## src/rtl/bist_session_ctrl_pkg.sv

```systemverilog
// Shared definitions for the BIST session controller: FSM state encodings
// and the default MISR signature width.
package bist_session_ctrl_pkg;

   localparam int SIG_W_DEF = 16;

   typedef enum logic [2:0] {
      S_IDLE    = 3'd0,
      S_INIT    = 3'd1,
      S_RUN     = 3'd2,
      S_FLUSH   = 3'd3,
      S_COMPARE = 3'd4,
      S_DONE    = 3'd5
   } bist_state_e;

endpackage

```

## src/rtl/bist_session_ctrl_edge_det.sv

```systemverilog
// Registered rising-edge detector. The history flop has a configurable reset
// value so a level already high when reset releases is not seen as an edge.
module bist_edge_det #(
   parameter logic RST_VAL = 1'b1
) (
   input  logic clk,
   input  logic reset,
   input  logic din,
   output logic rise
);

   logic prev;

   // History flop: remembers last cycle's input level.
   always_ff @(posedge clk) begin
      if (reset) prev <= RST_VAL;
      else       prev <= din;
   end

   assign rise = din & ~prev;

endmodule

```

## src/rtl/bist_session_ctrl.sv

```systemverilog
// Session-level BIST sequencer: on a bist_start rising edge it initialises the
// LFSR and MISR, applies N_PATTERNS patterns, lets the CUT pipeline drain into
// the MISR for PIPE_LAT cycles, then checks the signature against GOLDEN_SIG.
module bist_session_ctrl
   import bist_session_ctrl_pkg::*;
#(
   parameter int               N_PATTERNS = 100,
   parameter int               PIPE_LAT   = 1,
   parameter int               SIG_W      = SIG_W_DEF,
   parameter logic [SIG_W-1:0] GOLDEN_SIG = '0,
   parameter int               CNT_W      = 8
) (
   input  logic             clk,
   input  logic             reset,
   input  logic             bist_start,
   input  logic [SIG_W-1:0] signature,
   output logic             lfsr_rst,
   output logic             lfsr_en,
   output logic             misr_rst,
   output logic             misr_en,
   output logic             running,
   output logic             bist_end,
   output logic             pass_nfail
);

   // Terminal counts; the flush value is unused when there is no CUT latency.
   localparam logic [CNT_W-1:0] RUN_LAST   = CNT_W'(N_PATTERNS - 1);
   localparam logic [CNT_W-1:0] FLUSH_LAST = (PIPE_LAT > 0) ? CNT_W'(PIPE_LAT - 1) : '0;

   bist_state_e      state, state_nxt;
   logic [CNT_W-1:0] cnt;
   logic             start_edge;

   // History resets high so a start held through reset needs a fresh 0->1.
   bist_edge_det #(.RST_VAL(1'b1)) u_start_edge (
      .clk   (clk),
      .reset (reset),
      .din   (bist_start),
      .rise  (start_edge)
   );

   // State register.
   always_ff @(posedge clk) begin
      if (reset) state <= S_IDLE;
      else       state <= state_nxt;
   end

   // Next-state and Moore output decode.
   always_comb begin
      state_nxt = state;
      lfsr_rst  = 1'b0;
      lfsr_en   = 1'b0;
      misr_rst  = 1'b0;
      misr_en   = 1'b0;
      running   = 1'b0;
      bist_end  = 1'b0;
      case (state)
         S_IDLE: begin
            if (start_edge) state_nxt = S_INIT;
         end
         S_INIT: begin
            lfsr_rst  = 1'b1;
            misr_rst  = 1'b1;
            running   = 1'b1;
            state_nxt = S_RUN;
         end
         S_RUN: begin
            lfsr_en = 1'b1;
            misr_en = 1'b1;
            running = 1'b1;
            if (cnt == RUN_LAST) state_nxt = (PIPE_LAT > 0) ? S_FLUSH : S_COMPARE;
         end
         S_FLUSH: begin
            misr_en = 1'b1;
            running = 1'b1;
            if (cnt == FLUSH_LAST) state_nxt = S_COMPARE;
         end
         S_COMPARE: begin
            running   = 1'b1;
            state_nxt = S_DONE;
         end
         S_DONE: begin
            bist_end  = 1'b1;
            state_nxt = S_IDLE;
         end
         default: state_nxt = S_IDLE;
      endcase
   end

   // Pattern / flush counter; restarts from zero at each phase boundary.
   always_ff @(posedge clk) begin
      if (reset) begin
         cnt <= '0;
      end else begin
         case (state)
            S_RUN:   cnt <= (cnt == RUN_LAST)   ? '0 : cnt + CNT_W'(1);
            S_FLUSH: cnt <= (cnt == FLUSH_LAST) ? '0 : cnt + CNT_W'(1);
            default: cnt <= '0;
         endcase
      end
   end

   // Verdict register: cleared at session start, loaded at compare, held after.
   always_ff @(posedge clk) begin
      if (reset)                   pass_nfail <= 1'b0;
      else if (state == S_INIT)    pass_nfail <= 1'b0;
      else if (state == S_COMPARE) pass_nfail <= (signature == GOLDEN_SIG);
   end

endmodule

```

## config.mk

```make
export PLATFORM = sky130hd
export DESIGN_NAME = bist_session_ctrl
export DESIGN_NICKNAME = d
export VERILOG_FILES = /design/src/rtl/bist_session_ctrl_pkg.sv /design/src/rtl/bist_session_ctrl_edge_det.sv /design/src/rtl/bist_session_ctrl.sv
export SDC_FILE = /design/constraint.sdc
export NUM_CORES = 1
export LEC_CHECK = 0
export BUFFER_PORTS_ARGS = -buffer_cell sky130_fd_sc_hd__clkbuf_2
export CAP_MARGIN = 20
export CORE_MARGIN = 1
export CORE_UTILIZATION = 49
export CTS_CLUSTER_DIAMETER = 60
export DETAILED_ROUTE_END_ITERATION = 10
export GPL_ROUTABILITY_DRIVEN = 1
export PLACE_DENSITY = 0.8
export SLEW_MARGIN = 20
export SYNTH_ARGS = -nofsm -noshare
export SYNTH_HDL_FRONTEND = slang
export SYNTH_SLANG_ARGS = --single-unit
```

## constraint.sdc

```tcl
create_clock -name clk -period 2.5 [get_ports clk]
set_clock_uncertainty 0.2 [all_clocks]
set_input_delay 0.5 -clock clk [delete_from_list [all_inputs] [get_ports clk]]
set_output_delay 0.5 -clock clk [all_outputs]
set_load 0.02 [all_outputs]
```

==> results.ini <==
[yosys]
ys.flop_type = dfxtp_1
synth.avg_cell_area_sq_um = 8.52
ys_types = 30
yosysSeqAreaShare_pct = 38.7
ys_warn_count = 0
synthCells = 79
synth-seq-cells = 13
syn_nets = 100
synth_edf_count = 0
synth_area_sq_um = 673
synthArstFlopShare_pct = 0

[placement]
dp_hpwl_mm = 1.10
gp_congestion = 0.861
port_buffers = 25
pre_cts_slack_ns = 0.710
dp.cells = 115

[timing]
worstMarginPinSlew_ns = 0.355
setup_viol = 0
finalSetupTns_ns = 0
period_share_pct = 82.9
fin_crit_ns = 2.07
hold_violations = 0
fmax_mhz = 482
setup_slack_ns = 0.427
slew_headroom_pct = 76.3
drv_slew = 0
rsz0062_at_grt = false

[pwr]
p_sw_uw = 237
power_frac_comb_pct = 37.9
p_int_uw = 386
peakVddDrop_mv = 0.452
p_clk_share_pct = 20.9
p_leak_nw = 0.337
finalPower_uw = 623
p_per_area_nw_per_um2 = 758
seq_power_share_pct = 41.2
sw_frac_of_total_pct = 38.1

[routing]
ant_nets = 0
via_per_inst = 5.13
drtPass1Iterations = 4
drc = 0
vias = 611
routed_wl_mm = 1.42
drt-initial-drc-count = 12
wl_per_cell_um = 11.9

[floorplanning]
initial_utilization_pct = 56.8
die_y_um = 39.1
die_area_sq_um = 1530
core_sq_um = 1190
rows = 12
die_x_um = 39.1
io_pins = 26

[clock_tree]
postCtsSetupBuffers = 0
cts.repair.resized = 0
clock_sinks = 13
ctsHoldBuffers = 0
clkSlewWorstSetupHoldPaths_ns = 0.08
tritoncts = yes
clk_latency_ns = 0.28
cts_buffers = 3
htree_levels = 1
cts_root_buf = clkbuf_4
clockBufferDepth = 2

[critical_path]
r2r-start = cnt[0]$_SDFF_PP0_
path_class = reg2out
slowest_stage = dfxtp_1
cp.buffers_inverters = 1
start_kind = flip-flop
crit_fanout = 9
r2r-end = cnt[7]$_SDFF_PP0_
crit_required_ns = 1.80
cp-end-kind = output port
crit_chain = nor3b_1, clkbuf_2
reg2reg_setup_slack_ns = 0.71
critPathTopFamily = flip-flops
r2r_cells = 6
cp.arrival_ns = 1.37
cp_slowest_stage_delay_ns = 0.48

[worst_hold_path]
hold_path_depth = 2
min_from = bist_start
worstHoldEndpoint = u_start_edge.prev$_SDFF_PP1_
min_path_type = in2reg

[grt]
grt_overflow_total = 0
grt_pass1_vias = 570
track_usage_pct = 23.4
grt_max_degree = 12
grt_pass1_wl_mm = 2.33
grt_antenna_before_repair = 0

[layout]
fillerInstances = 121
final_util_pct = 69.3
nets = 127
area_growth_pct = 22.1
fin_cells = 119
drive_above_1_share_pct = 28.6
antenna_cells = 0

[run]
max-cap-violations = 0

[status]
outcome = finished, final reports clean

[synthesized netlist by cell type, types with 2 or more instances]
master     n  area share (%)
a211o_1    2             2.6
buf_4      2             2.2
dfxtp_1   13              39
ha_1       2             3.7
inv_1      4             2.2
nand2_1    5             2.8
nand2b_1   2             1.9
nand3_1    4             3.0
nor2_1    12             6.7
nor3_1     2             1.5
nor3b_1    2             2.2
nor4_1     5             4.6
xnor2_1    6             7.8
xor2_1     2             2.6
[cell type report]
class / instances / area, sq um / share of cell area [%]
inverters: 4 / 15.0 / 1.83
well taps: 14 / 17.5 / 2.13
multi-input cells: 59 / 378 / 46.0
repair buffers: 25 / 125 / 15.2
flip-flops and latches: 13 / 260 / 31.7
clock buffers: 4 / 26.3 / 3.20
[flip-flops by register name (all words and copies together), names as in the netlist]
register and cells:
u_start_edge.prev 1, state 3, pass_nfail 1, cnt 8
[worst max path at each step]
stage	startpoint	endpoint	cells after the start
after CTS	state[0]$_SDFFE_PP0P_	misr_rst	2
final	state[0]$_SDFFE_PP0P_	misr_rst	2
after global placement	state[0]$_SDFFE_PP0P_	misr_rst	2
after detailed placement	state[0]$_SDFFE_PP0P_	misr_rst	2
after global routing	state[0]$_SDFFE_PP0P_	misr_rst	2
after floorplan	state[0]$_SDFFE_PP0P_	misr_rst	3
[worst register-to-register path, cell delays in order, from the launching register on]
cell     delay (ns)
dfxtp_1        0.40
inv_1          0.06
ha_1           0.18
nor3b_1        0.14
o22a_1         0.21
a211o_1        0.40
nor2_1         0.14
[per-layer routing]
layer  vias to the layer above  global-route usage, %  share of wire (%)
met3                         4                   6.94                7.5
met4                         0                   11.2                1.7
li1                        322                      -                  -
met1                       255                   26.7                 43
met5                         -                      0                  0
met2                        30                   39.2                 48
[kinds of logic (layout without fill, tap and decap cells)]
| family | Yosys count | count (layout) | synth area share (%) |
|---|---|---|---|
| AND/OR/NAND/NOR | 41 | 41 | 32.9 |
| flip-flops | 13 | 13 | 38.7 |
| XOR/XNOR | 8 | 8 | 10.4 |
| AO/OA/AOI/OAI | 7 | 7 | 7.62 |
| buffers and inverters | 7 | 33 | 5.20 |
| adder cells (fa/ha/maj) | 2 | 2 | 3.72 |
| multiplexers | 1 | 1 | 1.49 |
[power groups by stage]
stage / sequential (mW) / clock [mW] / combinational [mW]
final: 0.257 / 0.130 / 0.236
after global routing: 0.262 / 0.141 / 0.260
after CTS: 0.257 / 0.135 / 0.240
after global placement: 0.261 / 0 / 0.234
after floorplan: 0.239 / 0 / 0.203
after detailed placement: 0.262 / 0 / 0.239
[through the flow]
| stage | instance area (sq um) | hold slack, ns |
|---|---|---|
| 2_1_floorplan | 673 | 0.241 |
| 5_1_grt | 822 | 0.229 |
| 3_3_place_gp | 796 | 0.256 |
| 6_report | 822 | 0.227 |
| 3_5_place_dp | 796 | 0.266 |
| 4_1_cts | 822 | 0.221 |
[cell usage in the layout (no fill, tap or decap), types with 2 or more instances in the layout]
cell type,n
xor2_1,2
xnor2_1,6
nand3_1,4
nor3b_1,2
nor4_1,5
clkbuf_4,3
nand2b_1,2
inv_1,4
nor2_1,12
clkbuf_2,25
a211o_1,2
nand2_1,5
ha_1,2
dfxtp_1,13
nor3_1,2
Power figures use the tool's default switching activity.
